**src/rtl/expr_pkg.sv**
```systemverilog
`default_nettype none
// ============================================================================
//  Module   : expr_pkg
//  Brief    : Shared types and ASCII constants for the expression evaluator.
//             Optional subtraction support is controlled by EXPR_SUB_EN.
//  Revision : 1.0  initial release
// ============================================================================
package expr_pkg;

   // FSM states of the evaluator
   typedef enum logic [1:0] {
      S_OPND = 2'd0,   // expecting a digit
      S_OPTR = 2'd1,   // expecting an operator
      S_ERR  = 2'd2    // syntax error seen, waiting for '='
   } state_t;

   // Decoded character classes
   typedef enum logic [2:0] {
      C_DIGIT = 3'd0,
      C_ADD   = 3'd1,
      C_MUL   = 3'd2,
      C_SUB   = 3'd3,
      C_EQ    = 3'd4,
      C_BAD   = 3'd5
   } char_class_t;

   // ASCII codes of the recognised characters
   localparam logic [7:0] C_ASCII_ZERO  = 8'h30;  // '0'
   localparam logic [7:0] C_ASCII_NINE  = 8'h39;  // '9'
   localparam logic [7:0] C_ASCII_PLUS  = 8'h2B;  // '+'
   localparam logic [7:0] C_ASCII_STAR  = 8'h2A;  // '*'
   localparam logic [7:0] C_ASCII_MINUS = 8'h2D;  // '-'
   localparam logic [7:0] C_ASCII_EQ    = 8'h3D;  // '='

endpackage
`default_nettype wire

```
**src/rtl/expr_char_class.sv**
```systemverilog
`default_nettype none
// ============================================================================
//  Module   : expr_char_class
//  Brief    : Combinational decoder from an ASCII byte to a character class
//             and a 4-bit digit value. C_SUB is only produced when
//             EXPR_SUB_EN is defined; otherwise '-' decodes as C_BAD.
//  Revision : 1.0  initial release
// ============================================================================
module expr_char_class
   import expr_pkg::*;
(
   input  logic [7:0]  in,
   output char_class_t cls,
   output logic [3:0]  digit
);

   // Classify the byte; digit is only meaningful when cls == C_DIGIT
   always_comb begin
      cls   = C_BAD;
      // '0'..'9' are 8'h30..8'h39, so the low nibble is already in - '0'
      digit = in[3:0];
      if ((in >= C_ASCII_ZERO) && (in <= C_ASCII_NINE)) begin
         cls = C_DIGIT;
      end else begin
         case (in)
            C_ASCII_PLUS:  cls = C_ADD;
            C_ASCII_STAR:  cls = C_MUL;
            C_ASCII_EQ:    cls = C_EQ;
`ifdef EXPR_SUB_EN
            C_ASCII_MINUS: cls = C_SUB;
`endif
            default:       cls = C_BAD;
         endcase
      end
   end

endmodule
`default_nettype wire

```
**src/rtl/expr_eval.sv**
```systemverilog
`default_nettype none
// ============================================================================
//  Module   : expr_eval
//  Brief    : Evaluates a stream of single-digit ASCII operands with '+' and
//             '*' ('*' binds tighter), terminated by '='. Produces a
//             registered result, a one-cycle done strobe and an error flag.
//             Define EXPR_SUB_EN to accept '-' as a binary operator.
//  Revision : 1.0  initial release
// ============================================================================
module expr_eval
   import expr_pkg::*;
#(
   parameter int WIDTH = 16
)
(
   input  logic             clk,
   input  logic             clr,
   input  logic             in_vld,
   input  logic [7:0]       in,
   output logic [WIDTH-1:0] result,
   output logic             done,
   output logic             err
);

   char_class_t      w_cls;
   logic [3:0]       w_digit;
   logic [WIDTH-1:0] w_digit_ext;
   logic [WIDTH-1:0] w_term;
   logic [WIDTH-1:0] w_total;

   state_t           r_state;
   logic [WIDTH-1:0] r_sum;    // completed terms
   logic [WIDTH-1:0] r_prod;   // current term (magnitude)
   logic             r_mul;    // next digit multiplies into r_prod
`ifdef EXPR_SUB_EN
   logic             r_neg;    // current term is subtracted
`endif

   expr_char_class u_char_class (
      .in    (in),
      .cls   (w_cls),
      .digit (w_digit)
   );

   assign w_digit_ext = WIDTH'(w_digit);

   // Signed value of the current term and the running total including it
   always_comb begin
`ifdef EXPR_SUB_EN
      w_term = r_neg ? (~r_prod + 1'b1) : r_prod;
`else
      w_term = r_prod;
`endif
      w_total = r_sum + w_term;
   end

   // Evaluator FSM, accumulators and registered outputs
   always_ff @(posedge clk or posedge clr) begin
      if (clr) begin
         r_state <= S_OPND;
         r_sum   <= '0;
         r_prod  <= '0;
         r_mul   <= 1'b0;
`ifdef EXPR_SUB_EN
         r_neg   <= 1'b0;
`endif
         result  <= '0;
         done    <= 1'b0;
         err     <= 1'b0;
      end else begin
         // strobes last exactly one cycle, bubbles included
         done <= 1'b0;
         err  <= 1'b0;
         if (in_vld) begin
            case (r_state)
               S_OPND: begin
                  if (w_cls == C_DIGIT) begin
                     r_prod  <= r_mul ? (r_prod * w_digit_ext) : w_digit_ext;
                     r_state <= S_OPTR;
                  end else if (w_cls == C_EQ) begin
                     // empty expression or trailing operator
                     done    <= 1'b1;
                     err     <= 1'b1;
                     r_sum   <= '0;
                     r_prod  <= '0;
                     r_mul   <= 1'b0;
`ifdef EXPR_SUB_EN
                     r_neg   <= 1'b0;
`endif
                     r_state <= S_OPND;
                  end else begin
                     r_state <= S_ERR;
                  end
               end
               S_OPTR: begin
                  case (w_cls)
                     C_MUL: begin
                        r_mul   <= 1'b1;
                        r_state <= S_OPND;
                     end
                     C_ADD: begin
                        r_sum   <= w_total;
                        r_mul   <= 1'b0;
`ifdef EXPR_SUB_EN
                        r_neg   <= 1'b0;
`endif
                        r_state <= S_OPND;
                     end
`ifdef EXPR_SUB_EN
                     C_SUB: begin
                        r_sum   <= w_total;
                        r_mul   <= 1'b0;
                        r_neg   <= 1'b1;
                        r_state <= S_OPND;
                     end
`endif
                     C_EQ: begin
                        result  <= w_total;
                        done    <= 1'b1;
                        r_sum   <= '0;
                        r_prod  <= '0;
                        r_mul   <= 1'b0;
`ifdef EXPR_SUB_EN
                        r_neg   <= 1'b0;
`endif
                        r_state <= S_OPND;
                     end
                     default: r_state <= S_ERR;
                  endcase
               end
               S_ERR: begin
                  // everything but '=' is swallowed; result is left untouched
                  if (w_cls == C_EQ) begin
                     done    <= 1'b1;
                     err     <= 1'b1;
                     r_sum   <= '0;
                     r_prod  <= '0;
                     r_mul   <= 1'b0;
`ifdef EXPR_SUB_EN
                     r_neg   <= 1'b0;
`endif
                     r_state <= S_OPND;
                  end
               end
               default: r_state <= S_OPND;
            endcase
         end
      end
   end

endmodule
`default_nettype wire

```
**config.mk**
```make
export PLATFORM = sky130hd
export DESIGN_NAME = expr_eval
export DESIGN_NICKNAME = d
export VERILOG_FILES = /design/src/rtl/expr_pkg.sv /design/src/rtl/expr_char_class.sv /design/src/rtl/expr_eval.sv
export SDC_FILE = /design/constraint.sdc
export NUM_CORES = 1
export LEC_CHECK = 0
export BUFFER_PORTS_ARGS = -buffer_cell sky130_fd_sc_hd__buf_2
export CORE_ASPECT_RATIO = 1.25
export CORE_MARGIN = 3
export CORE_UTILIZATION = 45
export CTS_CLUSTER_DIAMETER = 120
export DETAILED_ROUTE_END_ITERATION = 10
export MAX_ROUTING_LAYER = met4
export SLEW_MARGIN = 10
export SYNTH_ARGS = -nofsm -noshare
export SYNTH_HDL_FRONTEND = slang
export SYNTH_SLANG_ARGS = --single-unit
```
**constraint.sdc**
```tcl
create_clock -name clk -period 6.9 [get_ports clk]
set_input_delay 0.69 -clock clk [delete_from_list [all_inputs] [get_ports clk]]
set_output_delay 0.69 -clock clk [all_outputs]
set_load 0.01 [all_outputs]
```
# After elaboration in Yosys (flattened, before gate mapping)
# Cells that the tools add are included.
# totals
out_inout_bits,18
in_bits,11
register_bits,53
# classes
addsub,1
n_mul,1
magnitude_cmp,2
n_mux,25
n_reduce_logical,13
eq_ne,12
# op_table
operator,n
$mux W16,5
$pmux W16 S2,2
$pmux W16 S3,1
$eq A8 B6 Y1 const B,3
$add A16 B16 Y16,1
$mul A16 B4 Y16,1
$pmux W3 S3,1
$ge A8 B6 Y1 const B,1
$le A8 B6 Y1 const B,1
$mux W2,4
$reduce_and A4 Y1,2
$mux W1,6
$ne A3 B3 Y1 const B,2
$pmux W1 S2,3
$pmux W2 S3,1
$ne A2 B2 Y1 const B,2
$reduce_and A2 Y1,2
$reduce_or A2 Y1,2
$eq A3 B1 Y1 const B,1
$eq A3 B2 Y1 const B,1
$eq A3 B3 Y1 const B,1
$logic_not A3 Y1,1
$mux W3,1
$pmux W1 S3,1
8 further kinds,8

# Logic depth before layout (Yosys ltp)
# Gate-level depths: netlist (run 1).
# logic_depth
depth_word,8
mapped_depth,14
ltp_nobuf,12

# Hierarchy
# From an unflattened synthesis (run 1), not the netlist that was laid out.
# hier_totals
hier_cells,508
hier_area_um2,4620.7
# modules_own_cells
mod,area_per_inst_um2,n_inst,cells_each
expr_eval,4509.3,1,492
expr_char_class,111.4,1,16

# Worst setup path before layout (run 1)
# Ideal clock, no wire load.
# synth_timing
path_type,input -> register
startpoint,input in[1]
endpoint,register r_prod[12]
t_arrival_ns,3.741
setup_time_ns,0.122
n_path_buf,2
t_required_ns,6.778
slack_ns,3.038
path_stages,13
cell_sequence,buf_2 clkbuf_1 and2_1 fa_1 inv_1 fa_1 inv_1 ha_1 o21a_1 o21ai_0 a211oi_1 or4_1 a32o_1
# synth_between
elab_chain_len,7
# synth_rtl
element,line_no,source
start: declaration,expr_eval.sv:19,"input logic [7:0] in,"
branches (longest 6 deep; another with $mul A16 B4 Y16),--,
$pmux W16 S2 (*),expr_eval.sv:75,case (r_state)
end signal: assignment,expr_eval.sv:78,r_prod <= r_mul ? (r_prod * w_digit_ext) : w_digit_ext;
end: declaration,expr_eval.sv:33,logic [WIDTH-1:0] r_prod;
# Mark *: on every way between the ends.
# A chain may end at the register's enable or synchronous reset.

# Final worst setup path (run 1)
# layout_timing
startpoint,input in[3]
endpoint,register r_prod[12]
# Same word-level chain as after synthesis.

==> results of run 1 <==
-- cell usage after synthesis (all sizes together), types with 5 or more instances --
library cell / instances / area, µm²
o31ai: 6 / 45.0
and2: 39 / 244
buf: 9 / 66.3
dfrtp: 53 / 1330
nor2: 13 / 48.8
fa: 26 / 521
clkbuf: 7 / 26.3
nand2: 55 / 206
a22o: 13 / 114
nand3: 11 / 55.1
a21o: 5 / 37.5
nor3: 12 / 71.3
xnor2: 16 / 140
xor2: 8 / 70.1
inv: 56 / 210
mux2: 14 / 158
a211oi: 7 / 57.6
o211ai: 6 / 45.0
ha: 35 / 438
o21a: 5 / 37.5
o21ai: 35 / 175
nor2b: 5 / 31.3
or3: 6 / 37.5
a21oi: 23 / 119
-- worst min path at each step --
stage / start / endpoint / slack [ns]
after detailed placement: r_sum[12] / r_sum[12] / 0.47
final: result[2] / result[2] / 0.49
after CTS: r_sum[12] / r_sum[12] / 0.49
after global placement: r_sum[12] / r_sum[12] / 0.47
after floorplan: r_sum[12] / r_sum[12] / 0.45
after global routing: result[5] / result[5] / 0.53
-- critical path, stage by stage --
cell and delay [ns]:
buf_2 0.19, and2_1 0.21, fa_1 0.54, inv_1 0.06, fa_1 0.53, inv_1 0.04
ha_1 0.34, nor2b_1 0.15, o21a_1 0.18, o21ai_1 0.25, a211oi_1 0.18, or4_1 0.49
a32o_1 0.26
-- state kept, by name, indices dropped and copies added, names as in the netlist --
register and count:
done 1, err 1, r_mul 1, r_prod 16
r_state 2, r_sum 16, result 16
-- where the power goes --
group | total (mW) | internal (mW) | switching [mW]
clock network | 0.304 | 0.182 | 0.122
logic | 0.169 | 0.0680 | 0.101
registers | 0.342 | 0.322 | 0.0206
total | 0.814 | 0.571 | 0.243
-- logic make-up after synthesis --
kind of cell,share of synthesized area
simple gates,0.185
fa+ha+maj,0.206
compound gates,0.174
xor+xnor,0.0453
buf+inv,0.0652
mux,0.0383
flops,0.286
-- area by class of cell --
class	count	area (µm²)
clock inverter	2	37.5
tap	126	158
fill	951	4820
sequential	53	1330
inverter	56	210
multi-input combinational	382	3020
timing repair buffer	30	155
clock buffer	6	139
-- per-layer routing --
metal / wire length, µm / share of wire
met5: 0 / 0
met4: 125 / 0.012
met3: 192 / 0.019
met2: 5210 / 0.50
met1: 4840 / 0.47
-- through the flow --
| step | setup slack (ns) | std cells | total power [mW] | hold slack, ns |
|---|---|---|---|---|
| floorplan | 3.04 | 507 | 0.471 | 0.453 |
| global placement | 2.72 | 647 | 0.513 | 0.467 |
| detailed placement | 2.66 | 647 | 0.517 | 0.475 |
| CTS | 2.97 | 655 | 0.821 | 0.491 |
| global route | 2.72 | 655 | 0.866 | 0.527 |
| finish | 2.98 | 655 | 0.814 | 0.486 |
==> results.txt, run 1 <==
Avg WL per Cell: 15.8 µm
Max Fanout on Critical Path: 18
Top Usage Layer GRT: met2
Starting Density: 0.471
Max VDD drop: 0.0950 mV
CTS root buffer: clkbuf_16
Gr ovfl total: 0
Min-Delay Path Class: reg2reg
Reg2Reg Depth: 12
Yosys reg bits: 53
CTS Hold Buffers Added: 0
Static leakage: 2.54 nW
Ys async rst share: 1.00
Period utilization: 0.569
Die area: 11600 µm²
Chip width: 96.9 µm
Final Skew: 0.00534 ns
Post-synth EDFFs: 0
ANT cells: 0
Status: complete, no violations
Vias post-DR: 3657
CP startpoint: in[3]
Dpl hpwl: 7860 µm
Initial antenna violation count: 0
TritonCTS clock tree: built
Routed WL: 10400 µm
Cell depth of the worst min-delay path: 2
Met3 Track Usage GR: 0.0227
Syn Nets: 579
Resized Gates After CTS: 0
Global-route wire length before repair: 18400 µm
Fin util: 0.511
Met2 Usage GRT: 0.330
Max Clk Rate: 255 MHz
CP Launch Type: primary input
Register area share after synthesis: 0.286
Critical register-to-register path startpoint: r_prod[1]
Placed Area: 4860 µm²
Clk_lat worst skew: 0.29 ns
Initial DRC count: 170
Max-slew violations: 0
Remaining antenna violation count: 0
Fin. Hold Viols: 0
Design area: 5040 µm²
Die height: 120 µm
Max Root-Sink Buffers: 2
Synth Warn #: 0
Port Buffer Count: 28
RSZ-0062 raised after global routing: false
TritonRoute pass-1 iters: 4
CTS clk-pin slew, worst paths: 0.07 ns
Slew HR: 0.494
DRC Markers: 0
Syn Area/Cell: 9.16 µm²
Layout area overhead: 8.54%
Ports: 29
Core Rows: 40
CP Capture Point: r_prod[12]
Post-synth top flop: dfrtp_1
Routability cong.: 0.884
Netlist Area Pre-Place: 4640 µm²
Final setup fails: 0
Clock Sinks: 53
Met1 GRT Util: 0.247
Final TNS setup: 0 ns
CP required: 7.08 ns
Worst-margin pin slew: 0.756 ns
Kind of critical path: in2reg
Reg2reg end: r_prod[12]
Final nets: 600
Fin crit period: 3.92 ns
Maxcap violations: 0
Vias per Instance: 5.58
Most frequent cells in the layout: inv_1, nand2_1, dfrtp_1
Largest net degree at the start of global routing: 54
Number of global-route vias before repair: 3831
CP arrival: 4.11 ns
Crit. End Element: register
Worst reg2reg setup slack: 3.11 ns
Total core area: 9860 µm²
Share of layout cells above drive strength 1: 0.117
Netlist cell types: 59
Postcts setup bufs: 0
Post-Syn Instances: 507
Inserted Clock Buffers: 5
Gr usage total: 0.195
PwrDens: 162 nW/µm²
CTS HTree Levels: 2
(Power assumes the default switching activity.)
==> run 2, diff against run 1 <==
==> constraint.sdc (replaced) <==
create_clock -name clk -period 3.1 [get_ports clk]
set_input_delay 0.31 -clock clk [delete_from_list [all_inputs] [get_ports clk]]
set_output_delay 0.31 -clock clk [all_outputs]
set_load 0.01 [all_outputs]
==> run 2 against run 1 <==
Net effect: the run now ends with negative setup slack left; count of clock-buffer cells in the layout is 1 lower; cell count rose by 8.7%; routed wire length increased by 4.1%; clock power grew 110%; die area unchanged; largest cell class unchanged; via count is 4.2% higher.
==> results.txt, run 2 (synthesized netlist as in run 1, its figures left out) <==
Initial antenna violation count: 0
Total core area: 9860 µm²
Number of global-route vias before repair: 4014
CP Launch Type: register
Dpl hpwl: 8480 µm
Placed cell count: 699
Regs by FF count: r_prod x16, r_sum x16, result x16
Fin crit period: 3.32 ns
Largest net degree at the start of global routing: 32
CP startpoint: r_prod[3]
Vias post-DR: 3810
Gr ovfl total: 0
Max-slew violations: 0
Clk_lat worst skew: 0.30 ns
Min-Delay Path Class: in2async
Failing checks: negative setup slack
Avg WL per Cell: 15.2 µm
Layout area overhead: 22.1%
Reg2reg end: r_prod[12]
Core Rows: 40
Final nets: 657
Layout Cells excl Fill: 712
Max Root-Sink Buffers: 2
Final setup fails: 8
Starting Density: 0.471
CTS Hold Buffers Added: 0
Commonest non-fill, non-tap cell in the layout: buf_4
Fillcell total: 879
Gr usage total: 0.206
Share of layout cells above drive strength 1: 0.247
Worst-margin pin slew: 0.716 ns
Fin. Hold Viols: 0
DRC Markers: 0
Most frequent cells in the layout: buf_4, nand2_1, inv_1, dfrtp_1, and2_1
Global-route wire length before repair: 19400 µm
Max Clk Rate: 301 MHz
CP required: 3.29 ns
Clock Sinks: 53
Die height: 120 µm
PwrDens: 342 nW/µm²
Kind of critical path: reg2reg
Status: finished, violations left
Post-route total power: 1.94 mW
Chip width: 96.9 µm
Static leakage: 2.84 nW
Final Skew: 0.00590 ns
Remaining antenna violation count: 0
Initial DRC count: 108
Slew HR: 0.523
CTS HTree Levels: 2
Reg2Reg Depth: 12
Max Fanout on Critical Path: 5
Port Buffer Count: 28
TritonRoute pass-1 iters: 4
CTS clk-pin slew, worst paths: 0.08 ns
Worst setup margin: -0.218 ns
Vias per Instance: 5.35
RSZ-0062 raised after global routing: true
CP Capture Point: r_prod[12]
Routability cong.: 0.840
Maxcap violations: 0
Die area: 11600 µm²
Worst reg2reg setup slack: -0.22 ns
Inserted Clock Buffers: 5
Final TNS setup: -0.951 ns
Max VDD drop: 0.186 mV
Ports: 29
Routed WL: 10800 µm
Critical register-to-register path startpoint: r_prod[3]
ANT cells: 0
TritonCTS clock tree: built
Crit. End Element: register
Period utilization: 1.07
CP arrival: 3.50 ns
CTS root buffer: clkbuf_16
-- run 2: stage by stage --
step | setup slack (ns) | hold WS (ns) | utilization | instance area (µm²)
floorplan | -0.0997 | 0.453 | - | 4750
global placement | -0.234 | 0.429 | 0.542 | 5350
detailed placement | -0.269 | 0.441 | 0.542 | 5350
CTS | -0.219 | 0.117 | 0.567 | 5590
global route | -0.320 | 0.159 | 0.575 | 5670
finish | -0.218 | 0.0949 | 0.575 | 5670
-- run 2: cell type report --
class	instances	area, µm²	area share
clock buffers	5	125	0.0221
clock inverters	3	46.3	0.00817
inverters	56	210	0.0371
multi-input cells	382	3200	0.565
flip-flops and latches	53	1330	0.234
well taps	126	158	0.0278
repair buffers	87	599	0.106
-- run 2: what timing repair did --
item | 4_1_cts | 5_1_grt
hold endpoints to repair | 0 | 0
resized for setup | 13 | 11
endpoints found under the setup margin | 8 | 9
gates cloned | 0 | 0
pin swaps | 20 | 12
setup buffers | 2 | 3
-- run 2: critical path, stage by stage, from the launching register on --
cell and delay [ns]:
dfrtp_1 0.43, and2_4 0.16, fa_1 0.54, inv_1 0.05
fa_1 0.50, inv_2 0.05, ha_4 0.21, nor2b_4 0.12
o21a_1 0.20, o21ai_4 0.20, a211oi_2 0.11, or4_1 0.41
a32o_1 0.23
-- run 2: where the power goes --
group	switching, mW	total [mW]	leakage (nW)	internal [mW]
Clock	0.270	0.653	0.0800	0.383
Sequential	0.0250	0.741	0.736	0.716
Combinational	0.288	0.544	2.02	0.256
-- run 2: worst min-delay path by stage --
stage	startpoint	end	slack, ns
after global placement	clr	result[0]	0.43
after floorplan	r_sum[12]	r_sum[12]	0.45
after detailed placement	clr	result[0]	0.44
after global routing	clr	r_sum[0]	0.16
final	clr	r_prod[1]	0.09
after CTS	clr	r_prod[1]	0.12
-- run 2: routing by layer --
metal	track usage	up-vias	wire, µm
li1	-	1914	-
met1	0.265	1834	4980
met3	0.0221	10	211
met5	-	-	0
met4	0.0658	0	206
met2	0.343	52	5390
==> run 3, diff against run 2 <==
--- a/config.mk
+++ b/config.mk
@@ -9,6 +9,7 @@
 export CORE_ASPECT_RATIO = 1.25
 export CORE_MARGIN = 3
 export CORE_UTILIZATION = 45
+export CTS_BUF_LIST = sky130_fd_sc_hd__clkbuf_8
 export CTS_CLUSTER_DIAMETER = 120
 export DETAILED_ROUTE_END_ITERATION = 10
 export MAX_ROUTING_LAYER = met4
==> run 3 against run 2 <==
Net effect: the run still ends with negative setup slack left; total power fell by 7.9%; register-to-register slack about the same; critical endpoint unchanged; sequential share of layout area grew 0.23 points; largest power group unchanged.
==> results.txt, run 3 (synthesized netlist as in run 1, its figures left out) <==
Design area: 5610 µm²
Final Skew: 0.0107 ns
Cell Chain, Critical Path: and2_4, fa_1, inv_1, fa_1, inv_2, ha_4, nor2b_4, o21a_1, o21ai_4, a211oi_2, or4_1, a32o_1
Initial DRC count: 122
Slowest cell on crit path: fa_1
Max-slew violations: 0
CP required: 3.31 ns
RSZ-0062 raised after global routing: true
Placed cell count: 699
TritonRoute pass-1 iters: 4
Clk_lat worst skew: 0.32 ns
Buf/Inv on CP: 2
Max Clk Rate: 301 MHz
Die height: 120 µm
Top Usage Layer GRT: met2
Routability cong.: 0.840
Dpl hpwl: 8480 µm
Commonest non-fill, non-tap cell in the layout: buf_4
Initial antenna violation count: 0
Worst-margin pin slew: 0.710 ns
Chip width: 96.9 µm
Reg2reg end: r_prod[12]
CP top delay family: adder cells
Static leakage: 2.81 nW
Most frequent CP cell: fa_1
Period utilization: 1.07
Fillcell total: 898
Number of global-route vias before repair: 4028
Kind of critical path: reg2reg
Cell depth of the worst setup path: 12
CTS root buffer: clkbuf_8
CTS HTree Levels: 2
Routed WL: 10800 µm
Regs by FF count: r_prod x16, r_sum x16, result x16
Fin. Hold Viols: 0
TritonCTS clock tree: built
CTS clk-pin slew, worst paths: 0.11 ns
DRC Markers: 0
Fin util: 0.569
Port Buffer Count: 28
ANT cells: 0
Fin crit period: 3.33 ns
Total core area: 9860 µm²
Post-Place Setup Slack: -0.269 ns
Clock Sinks: 53
Final setup fails: 8
Max VDD drop: 0.180 mV
Largest net degree at the start of global routing: 32
Crit. End Element: register
CP Launch Type: register
Final TNS setup: -1.03 ns
CTS Hold Buffers Added: 0
PwrDens: 318 nW/µm²
Starting Density: 0.471
Maxcap violations: 0
Most frequent cells in the layout: buf_4, nand2_1, inv_1, dfrtp_1, and2_1
Reg2Reg Depth: 12
Ports: 29
Slew HR: 0.526
Gr usage total: 0.205
Failing checks: negative setup slack
Max Fanout on Critical Path: 5
Layout Cells excl Fill: 712
Met3 Track Usage GR: 0.0209
Critical register-to-register path startpoint: r_prod[3]
Storage cell area: 1330 µm²
Share of layout cells above drive strength 1: 0.247
Inserted Clock Buffers: 5
Worst reg2reg setup slack: -0.23 ns
Status: finished, violations left
Layout area overhead: 20.9%
Met1 GRT Util: 0.263
CP startpoint: r_prod[3]
Avg WL per Cell: 15.1 µm
Remaining antenna violation count: 0
Met2 Usage GRT: 0.348
Worst setup margin: -0.226 ns
Placed Area: 5350 µm²
Core Rows: 40
Vias post-DR: 3818
Worst path max stage delay: 0.54 ns
Max Root-Sink Buffers: 2
Die area: 11600 µm²
Multi-input gate area: 3200 µm²
Final nets: 657
Gr ovfl total: 0
CP arrival: 3.54 ns
Vias per Instance: 5.36
Global-route wire length before repair: 19400 µm
Min-Delay Path Class: in2async
-- run 3: cell counts in the layout (fill, tap and decap cells not counted) --
No cell type changed its count.
-- run 3: repair_timing --
item / CTS / global route
setup buffers: 2 / 3
gates resized for setup: 14 / 10
endpoints found under the setup margin: 8 / 9
pin swaps: 20 / 11
-- run 3: final cells by class --
cell class | instances | share of cell area
Clock inverter | 3 | 0.00825
Clock buffer | 5 | 0.0123
Timing Repair Buffer | 87 | 0.107
Sequential cell | 53 | 0.236
Inverter | 56 | 0.0374
Tap cell | 126 | 0.0281
Multi-Input combinational cell | 382 | 0.571
-- run 3: how the worst max path moves through the flow --
stage                  to  slack (ns)
2_1_floorplan  r_prod[12]        -0.1
3_3_place_gp   r_prod[15]       -0.23
3_5_place_dp   r_prod[12]       -0.27
4_1_cts        r_prod[12]       -0.23
5_1_grt        r_prod[12]       -0.33
6_report       r_prod[12]       -0.23
-- run 3: stage by stage --
step                hold slack, ns  power, mW
floorplan                    0.453       1.08
global placement             0.429       1.23
global route                 0.122       1.90
finish                      0.0616       1.79
CTS                         0.0839       1.77
detailed placement           0.441       1.24
-- run 3: worst register-to-register path, delay by kind of cell (launching register included) --
kind,cells,cell delay (ns)
fa+ha+maj,3,1.25
compound gates,4,0.74
simple gates,3,0.69
flops,1,0.44
buf+inv,2,0.10
-- run 3: metal layers --
metal | vias up | wire length, µm
met3 | 12 | 184
met2 | 49 | 5430
met4 | 0 | 153
met5 | - | 0
met1 | 1843 | 4990
li1 | 1914 | -
-- run 3: power by group --
part           total [mW]  leakage [nW]  internal (mW)  switching [mW]
sequential          0.741         0.736          0.716          0.0250
combinational       0.547          2.02          0.257           0.290
clock               0.498        0.0543          0.242           0.255
total                1.79          2.81           1.22           0.571
